**config.mk**
```make
export PLATFORM = sky130hd
export DESIGN_NAME = decoder_scan
export DESIGN_NICKNAME = d
export VERILOG_FILES = /design/src/rtl/decoder_pkg.sv /design/src/rtl/decoder_dwell_ctr.sv /design/src/rtl/decoder_scan.sv
export SDC_FILE = /design/constraint.sdc
export NUM_CORES = 1
export LEC_CHECK = 0
export ABC_CLOCK_PERIOD_IN_PS = 2400
export CAP_MARGIN = 20
export CORE_MARGIN = 2
export CORE_UTILIZATION = 45
export DETAILED_ROUTE_END_ITERATION = 10
export DONT_BUFFER_PORTS = 1
export PLACE_DENSITY = 0.71
export SYNTH_ARGS = -nofsm -noshare
export SYNTH_HDL_FRONTEND = slang
export SYNTH_SLANG_ARGS = --single-unit
```
**constraint.sdc**
```tcl
create_clock -name clk -period 2.4 [get_ports clk]
set_input_delay 0.72 -clock clk [delete_from_list [all_inputs] [get_ports clk]]
set_output_delay 0.72 -clock clk [all_outputs]
set_load 0.02 [all_outputs]
```
**src/rtl/decoder_pkg.sv**
```systemverilog
// decoder_scan shared types: FSM state, mode encodings and the
// active-low one-hot helper used by the scan/direct decoder.
package decoder_pkg;

  typedef enum logic [1:0] {
    ST_IDLE   = 2'd0,
    ST_DIRECT = 2'd1,
    ST_SCAN   = 2'd2,
    ST_BLANK  = 2'd3
  } state_e;

  localparam logic MODE_DIRECT = 1'b0;
  localparam logic MODE_SCAN   = 1'b1;

  // Widest select the helper supports; callers narrow the result.
  localparam int MAX_SEL_W = 8;
  localparam int MAX_NOUT  = 2**MAX_SEL_W;

  function automatic logic [MAX_NOUT-1:0] onehot_n(
    input logic [MAX_SEL_W-1:0] sel
  );
    logic [MAX_NOUT-1:0] v;
    v      = '1;
    v[sel] = 1'b0;
    return v;
  endfunction

endpackage

```
**src/rtl/decoder_dwell_ctr.sv**
```systemverilog
// Dwell counter for the scan sequencer: counts 0..LAST then wraps.
// Ports: clk, rst_n, en_i (count), clr_i (to 0, wins), tc_o (cnt==LAST).
module decoder_dwell_ctr #(
  parameter int           W    = 8,
  parameter logic [W-1:0] LAST = '0
) (
  input  logic clk,
  input  logic rst_n,
  input  logic en_i,
  input  logic clr_i,
  output logic tc_o
);

  logic [W-1:0] cnt_q, cnt_d;

  assign tc_o = (cnt_q == LAST);

  always_comb begin
    cnt_d = cnt_q;
    if (clr_i) begin
      cnt_d = '0;
    end else if (en_i) begin
      cnt_d = tc_o ? '0 : cnt_q + W'(1);
    end
  end

  always_ff @(posedge clk or negedge rst_n) begin
    if (!rst_n) begin
      cnt_q <= '0;
    end else begin
      cnt_q <= cnt_d;
    end
  end

endmodule

```
**src/rtl/decoder_scan.sv**
```systemverilog
// Clocked 2**SEL_W-output active-low decoder with direct and scan modes.
// Ports: clk, rst_n, g1/g2a_n/g2b_n (enables), mode, sel, scan_start,
// scan_stop -> y_n, cur_sel, wrap, busy. Macro DECODER_BLANK_EN adds
// a one-cycle all-ones gap on every output change (BLANK state).
module decoder_scan
  import decoder_pkg::*;
#(
  parameter int SEL_W     = 3,
  parameter int DWELL_W   = 8,
  parameter int DWELL     = 4,
  parameter int SCAN_LAST = 2**SEL_W-1,
  localparam int NOUT     = 2**SEL_W
) (
  input  logic             clk,
  input  logic             rst_n,
  input  logic             g1,
  input  logic             g2a_n,
  input  logic             g2b_n,
  input  logic             mode,
  input  logic [SEL_W-1:0] sel,
  input  logic             scan_start,
  input  logic             scan_stop,
  output logic [NOUT-1:0]  y_n,
  output logic [SEL_W-1:0] cur_sel,
  output logic             wrap,
  output logic             busy
);

  state_e           state_q, state_d;
  logic [NOUT-1:0]  y_q, y_d;
  logic [SEL_W-1:0] cur_q, cur_d;
  logic             wrap_q, wrap_d;

  logic             en;
  logic             run;
  logic             tc;
  logic             adv;
  logic             at_last;
  logic [SEL_W-1:0] nxt;

  function automatic logic [NOUT-1:0] dec_n(
    input logic [SEL_W-1:0] s
  );
    return NOUT'(onehot_n(MAX_SEL_W'(s)));
  endfunction

  assign en = g1 & ~g2a_n & ~g2b_n;

  // Undisturbed scan step: no stop, no mode change, no restart.
  assign run = en & (state_q == ST_SCAN)
             & ~scan_stop & ~scan_start
             & (mode == MODE_SCAN);

  assign adv     = run & tc;
  assign at_last = (cur_q == SEL_W'(SCAN_LAST));
  assign nxt     = at_last ? '0 : cur_q + SEL_W'(1);

  // Cleared whenever enabled outside a plain scan step, so every
  // (re)entry into SCAN and every BLANK cycle sees dwell 0.
  decoder_dwell_ctr #(
    .W    (DWELL_W),
    .LAST (DWELL_W'(DWELL-1))
  ) u_dwell (
    .clk   (clk),
    .rst_n (rst_n),
    .en_i  (run),
    .clr_i (en & ~run),
    .tc_o  (tc)
  );

  always_ff @(posedge clk or negedge rst_n) begin
    if (!rst_n) begin
      state_q <= ST_IDLE;
    end else begin
      state_q <= state_d;
    end
  end

  always_comb begin
    state_d = state_q;
    if (en) begin
      unique case (state_q)
        ST_IDLE: begin
          if (mode == MODE_DIRECT) begin
            state_d = ST_DIRECT;
          end else if (scan_start & ~scan_stop) begin
            state_d = ST_SCAN;
          end
        end
        ST_DIRECT: begin
          if (mode == MODE_SCAN) begin
            state_d = ST_IDLE;
          end
        end
        ST_SCAN, ST_BLANK: begin
          if (scan_stop) begin
            state_d = ST_IDLE;
          end else if (mode == MODE_DIRECT) begin
            state_d = ST_DIRECT;
          end else begin
            state_d = ST_SCAN;
`ifdef DECODER_BLANK_EN
            if (adv) begin
              state_d = ST_BLANK;
            end
`endif
          end
        end
      endcase
    end
  end

  always_comb begin
    y_d    = '1;
    cur_d  = cur_q;
    wrap_d = 1'b0;
    if (en) begin
      unique case (state_d)
        ST_IDLE: begin
          y_d = '1;
        end
        ST_DIRECT: begin
          cur_d = sel;
          y_d   = dec_n(sel);
`ifdef DECODER_BLANK_EN
          if (sel != cur_q) begin
            y_d = '1;
          end
`endif
        end
        ST_SCAN, ST_BLANK: begin
          if (adv) begin
            cur_d  = nxt;
            wrap_d = at_last;
          end else if (scan_start) begin
            cur_d = '0;
          end
          if (state_d == ST_SCAN) begin
            y_d = dec_n(cur_d);
          end
        end
      endcase
    end
  end

  always_ff @(posedge clk or negedge rst_n) begin
    if (!rst_n) begin
      y_q    <= '1;
      cur_q  <= '0;
      wrap_q <= 1'b0;
    end else begin
      y_q    <= y_d;
      cur_q  <= cur_d;
      wrap_q <= wrap_d;
    end
  end

  assign y_n     = y_q;
  assign cur_sel = cur_q;
  assign wrap    = wrap_q;
  assign busy    = (state_q == ST_SCAN) | (state_q == ST_BLANK);

endmodule

```
==> qor.yml, run 1 <==
outcome:
  status: "finished, final reports clean"
clock_network:
  cell_at_the_root_of_the_clock_tree: "sky130_fd_sc_hd__clkbuf_4"
  postCtsSetupBuffers: 0
  post_cts_resized: 0
  worst_skew_pair.late_latency_ps: 300
  cts-root-to-sink-buffers: 2
  clkSinkCount: 22
  tritoncts_clock_tree: "yes"
  numCtsBuffers: 3
  clock_transition_at_the_registers_of_the_reported_paths_ps: 120
  htreeDepth: 1
  cts.hold.buffers_added: 0
synth:
  synthesized_instance_count: 137
  yosys_warnings: 0
  synth_top_area_frac: 0.264
  synthTopCellsByCount: "20 x sky130_fd_sc_hd__nand2_1, 14 x sky130_fd_sc_hd__dfrtp_1, 10 x sky130_fd_sc_hd__nor2_1, 10 x sky130_fd_sc_hd__o21ai_0"
  syn_nets: 151
  number_of_enable_type_register_cells_in_the_synthesized_netlist: 0
  yosysMostFrequentCell: "sky130_fd_sc_hd__nand2_1"
  synth_seq_cells: 22
  synth-seq-area-share: 0.422
  synth.lib_cells_used.distinct: 39
  synth.cell_area_um2: 1330
  syn_avg_cell_area_um2: 9.70
  netlist.top_cell.by_area: "sky130_fd_sc_hd__dfrtp_1"
  synth_area_leaders: "sky130_fd_sc_hd__dfrtp_1 26%, sky130_fd_sc_hd__dfstp_2 16%, sky130_fd_sc_hd__mux2_2 6.8%, sky130_fd_sc_hd__nand2_1 5.6%, sky130_fd_sc_hd__o21ai_0 3.8%"
  async_set_or_reset_flop_fraction_in_the_synthesized_netlist: 1.00
  synth-main-ff-cell: "sky130_fd_sc_hd__dfrtp_1"
timing:
  final_max_slew_viol_count: 0
  tns_ps: 0
  hold_viol_final: 0
  finalSetupViolations: 0
  unrepaired_setup_endpoints_after_global_routing: "false"
  clock.fmax_mhz: 462
  finalWorstPathRequiredPeriod_ps: 2160
  max-slew-margin-rel: 0.712
  max_slew.worst_pin.slew_ps: 429
  fin_skew_ps: 0.885
  min_period_over_period: 0.901
grt:
  grt_util_overall: 0.184
  global_route.usage.met2: 0.307
  first_global_vias: 1076
  grt.met3_usage: 0.0396
  grt_pass1_wl_um: 4920
  top_usage_layer: "met2"
  grt_start_max_net_pins: 23
  globalRouteOverflowTotal: 0
  grt_antenna_before_repair: 0
  groute.layer.met1.usage: 0.247
detailed_routing:
  dr.pass1.iters: 4
  drc: 0
  antenna_violating_nets_post_route: 0
  via_count: 1054
  via_per_inst: 6.16
  drt_first_iter_violations: 35
  routed_wl_um: 2850
  final_routed_wire_length_divided_by_cell_count_um: 16.6
layout:
  insertedDiodeCount: 0
  post_route_cells_drive_above_1_share: 0.250
  multiInputGateArea_um2: 732
  post-route-cell-area_um2: 1430
  finalNonFillerCells: 171
  fill_cells: 254
  post_layout_net_count: 155
  area.sequential_um2: 561
  area_delta_synth_final_pct: 7.25
floorplanning:
  design.die.area_um2: 3400
  core.rowCount: 19
  initial_core_util: 0.478
  die_h_um: 58.3
  die-width_um: 58.3
  floorplan.core_area_um2: 2780
  ioPinCount: 24
placed_design:
  globalplace.congestion: 0.778
  dp_hpwl_um: 2120
  post-place-cells: 167
  place_area_um2: 1370
  io_buffers: 0
critical_path:
  worstSetupPathType: "reg -> reg"
  path_max_fanout: 4
  worstPathRequired_ps: 2600
  crit_arrival_ps: 2360
  critPathCaptureType: "flip-flop"
  worstSetupStartpointType: "flip-flop"
run:
  cap_viol_max_count: 0
power:
  finalPower_uw: 992
  ir_worst_vdd_uv: 554
  p_leak_nw: 0.583
  powerDensity_nw_per_um2: 696
min_path:
  min_path_type: "in -> async"
-- critical path: stages, from the launching register on --
cell                      delay [ps]
sky130_fd_sc_hd__dfrtp_1         440
sky130_fd_sc_hd__ha_1            250
sky130_fd_sc_hd__nor4b_4         290
sky130_fd_sc_hd__nand4_2         220
sky130_fd_sc_hd__mux2_4          360
sky130_fd_sc_hd__mux2_2          260
sky130_fd_sc_hd__mux2_2          250
-- per-layer routing --
layer  up-vias  part of all wire
met5         -                 0
met4         0             0.010
met3         4             0.065
met2        32              0.49
met1       511              0.44
li1        507                 -
-- final timing paths --
kind	start	endpoint	slack, ps	cells after the start
max reg2reg	u_dwell.cnt_q[0]	cur_sel[0]	240	6
min	rst_n	state_q[1]	90	0
min reg2reg	u_dwell.cnt_q[6]	u_dwell.cnt_q[6]	530	1
max	u_dwell.cnt_q[0]	cur_sel[0]	240	6
min in group clk	sel[2]	y_n[4]	490	1
max in group asynchronous	rst_n	y_n[0]	2140	0
-- cell families after synthesis --
family	Yosys count	share of synthesized area
xor+xnor	1	0.00659
compound gates	30	0.143
simple gates	65	0.294
mux	9	0.0791
buf+inv	7	0.0273
fa+ha+maj	3	0.0283
flops	22	0.422
-- state kept, by name, indices dropped and copies added (netlist names) --
signal	count
state_q	2
cur_sel	3
wrap	1
u_dwell.cnt_q	8
y_n	8
-- per-stage QoR --
| stage | utilization | hold slack [ps] | setup slack, ps |
|---|---|---|---|
| final | 0.512 | 93.0 | 237 |
| after global placement | 0.493 | 425 | 227 |
| after floorplan | - | 424 | 267 |
| after CTS | 0.512 | 85.8 | 245 |
| after detailed placement | 0.493 | 425 | 155 |
| after global routing | 0.512 | 65.8 | 113 |
-- power by group --
group | internal, mW | switching [mW]
combinational | 0.115 | 0.123
sequential | 0.402 | 0.0717
clock | 0.169 | 0.113
-- cells in the final DEF (no fill, tap or decap) --
| cell | netlist | layout |
|---|---|---|
| sky130_fd_sc_hd__nor2b_1 | 3 | 3 |
| sky130_fd_sc_hd__o22ai_1 | 1 | 1 |
| sky130_fd_sc_hd__ha_1 | 3 | 3 |
| sky130_fd_sc_hd__dfrtp_1 | 14 | 14 |
| sky130_fd_sc_hd__a21oi_1 | 5 | 5 |
| sky130_fd_sc_hd__and4bb_2 | 1 | 1 |
| sky130_fd_sc_hd__nand4_2 | 1 | 1 |
| sky130_fd_sc_hd__nand3b_1 | 2 | 2 |
| sky130_fd_sc_hd__inv_1 | 1 | 1 |
| sky130_fd_sc_hd__a32oi_1 | 4 | 4 |
| sky130_fd_sc_hd__nor3_1 | 6 | 6 |
| sky130_fd_sc_hd__and3_1 | 3 | 3 |
| sky130_fd_sc_hd__nand3_1 | 2 | 2 |
| sky130_fd_sc_hd__and2_2 | 1 | 1 |
| sky130_fd_sc_hd__and2_1 | 1 | 1 |
| sky130_fd_sc_hd__o21ai_0 | 10 | 10 |
| sky130_fd_sc_hd__dfstp_2 | 8 | 8 |
| sky130_fd_sc_hd__nand4_1 | 1 | 1 |
| sky130_fd_sc_hd__nor2_1 | 10 | 10 |
| sky130_fd_sc_hd__nand2_1 | 20 | 20 |
| sky130_fd_sc_hd__o31ai_1 | 5 | 5 |
| sky130_fd_sc_hd__buf_4 | 0 | 5 |
| sky130_fd_sc_hd__mux2_4 | 1 | 1 |
| sky130_fd_sc_hd__or3_1 | 1 | 1 |
| sky130_fd_sc_hd__mux2_2 | 8 | 8 |
| sky130_fd_sc_hd__nor3b_1 | 3 | 3 |
| sky130_fd_sc_hd__o211ai_1 | 1 | 1 |
| sky130_fd_sc_hd__or3b_2 | 2 | 2 |
| sky130_fd_sc_hd__a22o_1 | 1 | 1 |
| sky130_fd_sc_hd__nor4b_4 | 2 | 2 |
| sky130_fd_sc_hd__xnor2_1 | 1 | 1 |
| sky130_fd_sc_hd__and3_2 | 2 | 2 |
| sky130_fd_sc_hd__and3b_1 | 1 | 1 |
| sky130_fd_sc_hd__and2b_1 | 3 | 3 |
| sky130_fd_sc_hd__a31oi_1 | 2 | 2 |
| sky130_fd_sc_hd__bufinv_16 | 0 | 1 |
| sky130_fd_sc_hd__o21a_1 | 1 | 1 |
| sky130_fd_sc_hd__clkbuf_4 | 0 | 3 |
-- layout make-up --
cell class,instances,area share
Inverter,1,0.00263
Clock inverter,1,0.0211
Tap cell,31,0.0272
Timing Repair Buffer,5,0.0263
Clock buffer,3,0.0158
Multi-Input combinational cell,108,0.514
Sequential cell,22,0.393
Power figures use the tool's default switching activity.
==> run 2, diff against run 1 <==
- CTS_CLUSTER_DIAMETER: default -> 80
==> results of run 2 <==
Same layout as run 1: the final DEF is identical, and so are final timing and power.
